**src/rtl/uart_word_receiver.sv**
```systemverilog
// UART receive side of the 32-bit word link: 16x oversampled 8N2 frames,
// reassembled LSB byte first into 32-bit words with a partial-word timeout.
module uart_word_receiver #(
    parameter int CLK_FREQ     = 50000000,
    parameter int BAUD         = 115200,
    parameter int OVS          = 16,
    parameter int TIMEOUT_BITS = 20
) (
    input  logic        clk,
    input  logic        rst,
    input  logic        RxD,
    output logic [31:0] dataOut,
    output logic        dataOver,
    output logic        frameError
);
    localparam int DIV  = CLK_FREQ / (BAUD * OVS);
    localparam int DW   = (DIV > 1) ? $clog2(DIV) : 1;
    localparam int SW   = $clog2(OVS);
    localparam int TO   = TIMEOUT_BITS * OVS;
    localparam int TW   = $clog2(TO + 1);
    localparam int HALF = OVS / 2 - 1;

    typedef enum logic [2:0] {
        IDLE, START, DATA, STOP1, STOP2, BRK
    } state_t;

    state_t state, state_n;

    logic          rx_meta, rxs;
    logic [DW-1:0] div_cnt;
    logic          tick;
    logic [SW-1:0] sc;
    logic [2:0]    bit_cnt;
    logic [7:0]    shreg;
    logic [1:0]    bc;
    logic [31:0]   asm_q;
    logic [TW-1:0] to_cnt;

    logic sc_clr, sc_inc, div_clr, sample, accept, ferr;
    logic sc_half, sc_last, to_run, to_hit;

    assign tick    = (div_cnt == DW'(DIV - 1));
    assign sc_half = (sc == SW'(HALF));
    assign sc_last = (sc == SW'(OVS - 1));
    assign to_run  = (state == IDLE) && rxs && (bc != 2'd0);
    assign to_hit  = to_run && tick && (to_cnt == TW'(TO - 1));

    always_comb begin
        state_n = state;
        sc_clr  = 1'b0;
        sc_inc  = 1'b0;
        div_clr = 1'b0;
        sample  = 1'b0;
        accept  = 1'b0;
        ferr    = 1'b0;
        unique case (state)
            IDLE: begin
                if (!rxs) begin
                    state_n = START;
                    sc_clr  = 1'b1;
                    div_clr = 1'b1;
                end
            end
            START: begin
                if (tick && sc_half) begin
                    sc_clr  = 1'b1;
                    state_n = rxs ? IDLE : DATA;
                end else if (tick) begin
                    sc_inc = 1'b1;
                end
            end
            DATA: begin
                if (tick && sc_last) begin
                    sc_clr = 1'b1;
                    sample = 1'b1;
                    if (bit_cnt == 3'd7) state_n = STOP1;
                end else if (tick) begin
                    sc_inc = 1'b1;
                end
            end
            STOP1, STOP2: begin
                if (tick && sc_last) begin
                    sc_clr = 1'b1;
                    if (!rxs) begin
                        ferr    = 1'b1;
                        state_n = BRK;
                    end else if (state == STOP1) begin
                        state_n = STOP2;
                    end else begin
                        accept  = 1'b1;
                        state_n = IDLE;
                    end
                end else if (tick) begin
                    sc_inc = 1'b1;
                end
            end
            BRK: begin
                if (rxs) state_n = IDLE;
            end
            default: state_n = IDLE;
        endcase
    end

    always_ff @(posedge clk) begin
        if (rst) begin
            state <= IDLE;
        end else begin
            state <= state_n;
        end
    end

    always_ff @(posedge clk) begin
        if (rst) begin
            rx_meta    <= 1'b1;
            rxs        <= 1'b1;
            div_cnt    <= '0;
            sc         <= '0;
            bit_cnt    <= '0;
            shreg      <= '0;
            bc         <= '0;
            asm_q      <= '0;
            to_cnt     <= '0;
            dataOut    <= '0;
            dataOver   <= 1'b0;
            frameError <= 1'b0;
        end else begin
            rx_meta    <= RxD;
            rxs        <= rx_meta;
            dataOver   <= 1'b0;
            frameError <= ferr;

            if (div_clr || tick) div_cnt <= '0;
            else                 div_cnt <= div_cnt + 1'b1;

            if (sc_clr)      sc <= '0;
            else if (sc_inc) sc <= sc + 1'b1;

            if (sample) begin
                shreg   <= {rxs, shreg[7:1]};
                bit_cnt <= bit_cnt + 3'd1;
            end

            // Timeout only advances while idling on a partial word
            if (!to_run || to_hit) to_cnt <= '0;
            else if (tick)         to_cnt <= to_cnt + 1'b1;

            if (ferr || to_hit) begin
                bc <= '0;
            end else if (accept) begin
                asm_q[{bc, 3'b000} +: 8] <= shreg;
                bc <= bc + 2'd1;
                if (bc == 2'd3) begin
                    dataOut  <= {shreg, asm_q[23:0]};
                    dataOver <= 1'b1;
                end
            end
        end
    end
endmodule
```
**config.mk**
```make
export PLATFORM = sky130hd
export DESIGN_NAME = uart_word_receiver
export DESIGN_NICKNAME = d
export VERILOG_FILES = /design/src/rtl/uart_word_receiver.sv
export SDC_FILE = /design/constraint.sdc
export NUM_CORES = 1
export LEC_CHECK = 0
export BUFFER_PORTS_ARGS = -buffer_cell sky130_fd_sc_hd__buf_2
export CORE_MARGIN = 3
export CORE_UTILIZATION = 45
export CTS_BUF_LIST = sky130_fd_sc_hd__clkbuf_4
export CTS_CLUSTER_DIAMETER = 30
export DETAILED_ROUTE_END_ITERATION = 8
export PLACE_DENSITY = 0.75
export SYNTH_ARGS = -nofsm -noshare
export SYNTH_HDL_FRONTEND = slang
export SYNTH_SLANG_ARGS = --single-unit
```
**constraint.sdc**
```tcl
create_clock -name clk -period 3 [get_ports clk]
set_clock_uncertainty 0.15 [all_clocks]
set_input_delay 0.3 -clock clk [delete_from_list [all_inputs] [get_ports clk]]
set_output_delay 0.3 -clock clk [all_outputs]
set_load 0.005 [all_outputs]
```
; ---- After elaboration in Yosys (flattened, before gate mapping)
; Cells that the tools add are included.
[totals]
out_inout_bits = 34
word_cells = 90
inputBits = 3
ff_bits = 102
[classes]
addsub = 6
n_eq_ne = 17
shift = 2
n_reduce_logical = 22
bitwise = 2
muxes = 28
[ops]
columns = op, count
row1 = 32-bit bitwise mux, 1
row2 = 8-bit by 7-bit variable shift with 32-bit output (first input constant), 1
row3 = 8-bit by 7-bit indexed part select with 32-bit output, 1
row4 = 3-bit two-way mux, 8
row5 = 1-bit two-way mux, 15
row6 = 3-bit case mux with 5 select lines, 1
row7 = 2-bit inequality test (second input constant), 6
row8 = 2-bit OR reduction, 5
row9 = 9-bit by 1-bit adder with 9-bit output (second input constant), 1
row10 = 3-bit == test (second input constant), 3
row11 = 9-bit == test (second input constant), 1
row12 = 5-bit negation with 7-bit output, 1
row13 = 3-bit by 2-bit == test with 1-bit output (second input constant), 2
row14 = 1-bit logical AND, 6
row15 = 6-bit AND reduction, 1
row16 = 3-bit OR reduction, 2
row17 = 5-bit by 1-bit adder with 5-bit output (second input constant), 1
row18 = 5-bit == test (second input constant), 1
row19 = 4-bit by 1-bit adder with 4-bit output (second input constant), 1
row20 = 4-bit by 3-bit == test with 1-bit output (second input constant), 1
row21 = 4-bit == test (second input constant), 1
row22 = 3-bit by 1-bit adder with 3-bit output (second input constant), 1
row23 = 3-bit by 1-bit == test with 1-bit output (second input constant), 1
row24 = 3-bit zero test, 1
row25 = 11 further kinds, 14

; ---- Logic depth before layout (Yosys ltp)
; Gate-level depths: netlist (run 1).
[logic_depth]
depth_word = 8
depth_mapped = 8
ltp_nobuf = 6

; ---- Worst setup path before layout (run 1)
; Ideal clock, no wire load.
[synth_path]
kind = register to register
from = register bc[0]
to = register asm_q[0]
setup_slack_ps = 1121
synth_period_minus_slack_ps = 1879
arrival_time_ps = 1658
setup_ps = 70
path_stages_with_launch = 6
n_path_buf = 0
required_time_ps = 2780
cell_sequence = dfxtp_1 inv_1 ha_1 nor3b_1 nand4_1 a21oi_1
[synth_via]
elab_chain_cells = 7
elab_cells_between_ends = 11
classes_between = add/sub: 1 / shift: 2 / mux: 1 / bitwise: 1 / reduce/logical: 6
[synth_rtl]
columns = item, line_no
row1 = start: declaration, 35  ; logic [1:0] bc;
row2 = start signal: assignment, 151  ; bc <= bc + 2'd1;
row3 = branches (longest 7 deep; another with 5-bit negation with 7-bit output), -
row4 = end signal: indexed assignment, 150  ; asm_q[{bc, 3'b000} +: 8] <= shreg;
row5 = end: declaration, 36  ; logic [31:0] asm_q;
; Several ways; the timed one is not identified.
; A chain may end at the register's enable or synchronous reset.

; ---- Worst setup path after layout (run 1)
[layout_path]
from = register div_cnt[0]
to = register asm_q[8]
[layout_via]
elab_chain_cells = 7
elab_cells_between_ends = 11
classes_between = eq/ne: 1 / mux: 4 / bitwise: 1 / reduce/logical: 5
[layout_rtl]
columns = item, line_no
row1 = start: declaration, 30  ; logic [DW-1:0] div_cnt;
row2 = start signal: assignment, 133  ; else div_cnt <= div_cnt + 1'b1;
row3 = 5-bit == test (*), 42  ; assign tick = (div_cnt == DW'(DIV - 1));
row4 = 1-bit logical AND, 82  ; if (tick && sc_last) begin
row5 = 1-bit two-way mux, 82
row6 = 1-bit two-way mux, 56  ; unique case (state)
row7 = 1-bit logical OR, 147  ; if (ferr || to_hit) begin
row8 = 1-bit NOT (no line), -
row9 = 2-bit AND reduction (no line) (*), -
; Every way passes the cells marked *; elsewhere a longest branch is shown, timed or not.

==> results_dict.tcl, run 1 <==
set metrics [dict create \
    yosys.area_share.simple_pct 20.46 \
    num_rows 34 \
    worstHoldStart "rst" \
    numCtsBuffers 9 \
    ant_nets 0 \
    synth_top_area_share_pct 45.94 \
    synth_flop_cell "dfxtp_1" \
    maxCapViolCount 0 \
    ys_types 52 \
    ctsHtreeMaxLevel 3 \
    overflow 0 \
    cts_setup_buffers 0 \
    synth_edf_count 0 \
    yosys-top-cells-count "dfxtp_1, a21oi_1, o21ai_0" \
    yosys_register_bits 94 \
    portBuffers 36 \
    hold_viol 0 \
    syn_nets 485 \
    drive_above_1_share_pct 14.05 \
    clk_path_buf_depth 2 \
    synth_top_family_by_area "simple AND/OR/NAND/NOR gates" \
    layout.nets 500 \
    r2r-end "asm_q[8]" \
    crit_chain "inv_1 > ha_1 > and4b_1 > and4_1 > buf_4 > nand4_1 > a21oi_1" \
    crit_required_ps 3230 \
    synthTopCellsByArea "dfxtp_1, a21oi_1, o21ai_0" \
    tightest_slew_ps 812.9 \
    fmaxAchievable_ghz 0.4047 \
    fp.dieW_um 101.4 \
    dp_hpwl_mm 5.620 \
    syn-instance-count 471 \
    rsz0062_at_grt "no" \
    start_util_pct 46.74 \
    cpPeakStageDelay_ps 540 \
    min_period_ps 2471 \
    async_reset_ff_share_pct 0 \
    critPathArrivalTime_ps 2700 \
    diodes 0 \
    regToRegSetupSlack_ps 530 \
    peakVddDrop_uv 268.2 \
    utilization_pct 50.56 \
    syn_area_sq_mm 0.004096 \
    rr_worst_depth 7 \
    min_path_cells 2 \
    critPathTopFamily "simple AND/OR/NAND/NOR gates" \
    grtUsageTotal_pct 17.45 \
    slew_viol_final 0 \
    critPathBufInv 2 \
    cpMaxStageDelayCell "and4b_1" \
    finalSetupTns_ps 0 \
    drtIter0Drc 178 \
    finalCritPeriodShare_pct 82.36 \
    cts_tree "yes" \
    routed_wl_mm 8.707 \
    hold_path.class "primary input to flip-flop" \
    endpoint_kind "flip-flop" \
    yosys.area.top_type "dfxtp_1" \
    setup-violations-final 0 \
    relSlewSlack_pct 45.75 \
    grt_max_degree 59 \
    grt_first_pass_wirelength_mm 14.81 \
    ys_seq_area_share_pct 45.94 \
    timing.rr.start "div_cnt[0]" \
    ios 37 \
    worstSkewPairLatency_ps 450 \
    core_sq_mm 0.008763 \
    hold_end "bit_cnt[0]" \
    path_max_fanout 57 \
    synth_mux_area_share_pct 2.688 \
    clk_pin_slew_ps 150 \
    avgRoutedWirePerCell_um 14.54 \
    die_y_um 101.4 \
    remaining_drc_errors 0 \
    outcome "complete, no violations" \
    grt_pass1_vias 3224 \
    dr_total_vias 3534 \
    viasPerCell 5.900 \
    synth_fa_ha_area_share_pct 3.360 \
    synth_compound_area_share_pct 19.49 \
    synth-xor-area-share_pct 2.566 \
    syn2layout_area_growth_pct 8.155 \
    postSynthAreaPerCell_sq_um 8.697 \
    p_leak_nw 1.606 \
    n_fill_cell 860 \
    gp_congestion 0.8336 \
    power_density_mw_per_mm2 462.7 \
    dr.pass1.iters 5 \
    yosys_warnings 0 \
    antenna_found_initial 0 \
    dieArea_sq_mm 0.01028 \
    path_class "flip-flop to flip-flop" \
    start_kind "flip-flop" \
    synth_most_common_cell "dfxtp_1" \
    cts-root-buf "clkbuf_4" \
    cts_sinks 94 \
]
how the worst max path moves through the flow:
stage                from   endpoint  slack (ps)  cells past startpoint
2_1_floorplan       bc[0]   asm_q[0]        1120                      5
3_3_place_gp   div_cnt[0]   asm_q[9]         720                      7
3_5_place_dp   div_cnt[0]  asm_q[10]         620                      7
4_1_cts        div_cnt[0]   asm_q[8]         560                      7
5_1_grt        div_cnt[0]   asm_q[8]         300                      7
6_report       div_cnt[0]   asm_q[8]         530                      7
per-stage QoR:
stage | power (mW) | setup WS, ps | hold slack (ps) | instances | instance area [sq um]
5_1_grt | 2.136 | 298.3 | 236.3 | 599 | 4431
3_3_place_gp | 1.422 | 717.1 | 246.0 | 582 | 4288
4_1_cts | 2.073 | 559.8 | 207.4 | 599 | 4431
2_1_floorplan | 1.411 | 1121 | 239.5 | 471 | 4096
3_5_place_dp | 1.428 | 617.6 | 245.7 | 582 | 4288
6_report | 2.050 | 529.2 | 227.4 | 599 | 4431
power breakdown:
group / internal (mW) / switching, mW / leakage (nW)
combinational: 0.0485 / 0.0549 / 0.777
clock: 0.191 / 0.456 / 0.0710
sequential: 1.26 / 0.0393 / 0.758
state kept, by name, indices dropped and copies added, names as in the netlist, 2 cells and up:
signal / cells
to_cnt: 9
dataOut: 32
sc: 4
state: 3
bit_cnt: 3
div_cnt: 5
shreg: 8
bc: 2
asm_q: 24
timing repair:
action,4_1_cts,5_1_grt
endpoints found under the setup margin,0,0
gates resized for setup,0,0
hold buffers,1,0
hold endpoints to repair,1,0
final cells by class:
class                      count  area (sq um)  share of cell area (%)
multi-input combinational    325          1989                   44.90
clock buffer                   9         67.56                   1.525
clock inverter                 7         65.06                   1.469
sequential                    94          1882                   42.47
timing repair buffer          45         250.2                   5.648
inverter                      11         41.29                  0.9319
tap                          108         135.1                   3.050
worst reg2reg max path, stage by stage (launching register included):
cell,delay (ps)
dfxtp_1,360
inv_1,60
ha_1,160
and4b_1,540
and4_1,270
buf_4,460
nand4_1,210
a21oi_1,190
metal layers:
| layer | part of all wire [%] | vias up | global-route usage (%) | wire length (um) |
|---|---|---|---|---|
| li1 | - | 1747 | - | - |
| met1 | 45 | 1693 | 22.66 | 3886 |
| met2 | 49 | 87 | 29.07 | 4298 |
| met3 | 5.1 | 7 | 3.719 | 447 |
| met4 | 0.86 | 0 | 5.419 | 75 |
| met5 | 0 | - | 0 | 0 |
cell usage in the layout, fill, tap and decap left out, types with 3 or more instances in the layout:
master | synthesis | final
nor3b_1 | 6 | 6
o21ai_1 | 7 | 7
nor4b_1 | 3 | 3
o21ai_0 | 55 | 55
nand2_1 | 8 | 8
nand3_1 | 38 | 38
buf_4 | 5 | 8
mux2i_1 | 11 | 11
nor3_1 | 5 | 5
nand4_1 | 32 | 32
xor2_1 | 5 | 5
dfxtp_1 | 94 | 94
nor4_1 | 6 | 6
a211oi_1 | 3 | 3
clkbuf_4 | 0 | 9
inv_1 | 11 | 11
ha_1 | 11 | 11
buf_2 | 7 | 36
o31ai_1 | 4 | 4
xnor2_1 | 7 | 7
nor2_1 | 27 | 27
a21oi_1 | 62 | 62
cell families (layout without fill, tap and decap cells):
kind of cell    Yosys count  after routing
buf+inv                  52             72
xor+xnor                 12             12
mux                      11             11
flops                    94             94
simple gates            147            147
fa+ha+maj                11             11
compound gates          144            144
No activity file was read; power rests on OpenSTA's default activity.
==> run 2: changes to the inputs <==
--- a/config.mk
+++ b/config.mk
@@ -11,7 +11,7 @@
 export CTS_BUF_LIST = sky130_fd_sc_hd__clkbuf_4
 export CTS_CLUSTER_DIAMETER = 30
 export DETAILED_ROUTE_END_ITERATION = 8
-export PLACE_DENSITY = 0.75
+export PLACE_DENSITY = 0.78
 export SYNTH_ARGS = -nofsm -noshare
 export SYNTH_HDL_FRONTEND = slang
 export SYNTH_SLANG_ARGS = --single-unit
==> constraint.sdc (replaced) <==
create_clock -name clk -period 2 [get_ports clk]
set_clock_uncertainty 0.15 [all_clocks]
set_input_delay 0.2 -clock clk [delete_from_list [all_inputs] [get_ports clk]]
set_output_delay 0.2 -clock clk [all_outputs]
set_load 0.005 [all_outputs]
==> run 2 against run 1 <==
  * Die area did not move
  * Cell area up 6.0%
  * Highest routed layer unchanged
  * Combinational power grew 110%
  * Sequential power up 49%
  * Flip-flop and latch count stayed put
  * Routed wire length rose by 9.2%
  * Cell count rose by 3.5%
  * Worst setup slack got worse by 470 ps
==> results_dict.tcl, run 2 (synthesis gave the netlist of run 1 again) <==
set metrics [dict create \
    outcome "complete, no violations" \
    grt_pass1_vias 3380 \
    layout_commonest_cell "dfxtp_1" \
    drtIter0Drc 278 \
    die_y_um 101.4 \
    seq_area_sq_mm 0.001886 \
    largest_register "dataOut" \
    path_max_fanout 10 \
    hold_viol 0 \
    critPathArrivalTime_ps 2180 \
    crit_required_ps 2240 \
    place_ws_ps 20.51 \
    endpoint_kind "flip-flop" \
    dieArea_sq_mm 0.01028 \
    utilization_pct 53.60 \
    clk_pin_slew_ps 160 \
    hold_path.class "flip-flop to flip-flop" \
    fmaxAchievable_ghz 0.5150 \
    largestRegisters "dataOut: 32 flops, asm_q: 24 flops, to_cnt: 9 flops" \
    antenna_found_initial 0 \
    dp_hpwl_mm 6.021 \
    fp.dieW_um 101.4 \
    worstSkewPairLatency_ps 450 \
    finalCritPeriodShare_pct 97.09 \
    drive_above_1_share_pct 19.53 \
    dr_total_vias 3630 \
    ctsHtreeMaxLevel 3 \
    grt_max_degree 59 \
    clk_path_buf_depth 2 \
    n_fill_cell 797 \
    remaining_drc_errors 0 \
    maxCapViolCount 0 \
    min_path_cells 1 \
    diodes 0 \
    rsz0062_at_grt "yes" \
    setup-violations-final 0 \
    holdWs_ps 286.6 \
    regToRegSetupSlack_ps 60 \
    slew_viol_final 0 \
    path_class "flip-flop to flip-flop" \
    overflow 0 \
    min_period_ps 1942 \
    gp_congestion 0.8444 \
    ios 37 \
    finalSetupTns_ps 0 \
    ant_nets 0 \
    portBuffers 36 \
    p_leak_nw 1.738 \
    mostFrequentLayoutCells "dfxtp_1, a21oi_1, o21ai_0" \
    rr_worst_depth 7 \
    syn2layout_area_growth_pct 14.66 \
    setup_slack_ps 58.28 \
    r2r-end "state[2]" \
    power_density_mw_per_mm2 697.4 \
    start_util_pct 46.74 \
    layout.nets 521 \
    instances_no_fill 620 \
    dr.pass1.iters 4 \
    cts_sinks 94 \
    power.total_mw 3.276 \
    avgRoutedWirePerCell_um 15.34 \
    dp.cells 601 \
    routed_wl_mm 9.511 \
    multiInputGateArea_sq_mm 0.002018 \
    tightest_slew_ps 528.9 \
    grt_first_pass_wirelength_mm 15.39 \
    grtUsageTotal_pct 18.11 \
    largest_reg_flops 32 \
    core_sq_mm 0.008763 \
    placed_area_sq_mm 0.004456 \
    cts-root-buf "clkbuf_4" \
    relSlewSlack_pct 64.74 \
    timing.rr.start "div_cnt[0]" \
    worstHoldStart "rx_meta" \
    hold_end "rxs" \
    num_rows 34 \
    final_area_sq_mm 0.004697 \
    peakVddDrop_uv 458.9 \
    cts_tree "yes" \
    viasPerCell 5.855 \
    numCtsBuffers 9 \
    start_kind "flip-flop" \
]
## run 2: cell count changes in the layout (fill, tap and decap cells not counted), sizes merged
cell / previous run / this run
dlygate4sd3: 1 / 2
clkbuf: 9 / 10
clkinv: 2 / 1
buf: 44 / 63
bufinv: 0 / 1
inv: 15 / 13
clkinvlp: 1 / 3
## run 2: layout make-up
cell class / instances / area share, %
tap: 108 / 2.877
clock inverter: 7 / 1.971
timing repair buffer: 66 / 9.643
sequential: 94 / 40.14
multi-input combinational: 325 / 42.97
inverter: 11 / 0.9590
clock buffer: 9 / 1.438
## run 2: metal layers
| metal | track usage, % | up-vias | wire length, um |
|---|---|---|---|
| met3 | 4.132 | 16 | 410 |
| met1 | 24.49 | 1722 | 4252 |
| li1 | - | 1799 | - |
| met2 | 28.82 | 93 | 4698 |
| met5 | 0 | - | 0 |
| met4 | 5.726 | 0 | 150 |
## run 2: worst max-delay path by stage
stage | startpoint | end | slack, ps | cells after the start
finish | div_cnt[0] | state[2] | 60 | 7
global placement | state[2] | sc[3] | 130 | 4
global route | bc[0] | dataOut[13] | -60 | 5
CTS | sc[0] | state[0] | 50 | 5
detailed placement | state[2] | state[0] | 20 | 5
floorplan | bc[0] | asm_q[0] | 120 | 5
## run 2: worst max-delay path, stage by stage (launching register included)
cell     delay [ps]
dfxtp_2         360
inv_1            40
ha_1            200
and4b_2         280
buf_4           180
a31o_2          250
a211o_1         300
a21oi_2         130
## run 2: where the power goes
group	leakage [nW]	internal (mW)	total (mW)	switching (mW)
clock network	0.0794	0.413	1.11	0.702
registers	0.759	1.89	1.94	0.0453
logic	0.900	0.105	0.221	0.116
## run 2: timing repair
item | in CTS | in global routing
resized for setup | 2 | 11
hold buffers | 2 | 0
cloned | 0 | 1
setup endpoints to repair | 2 | 31
hold endpoints to repair | 3 | 0
setup buffers | 0 | 0
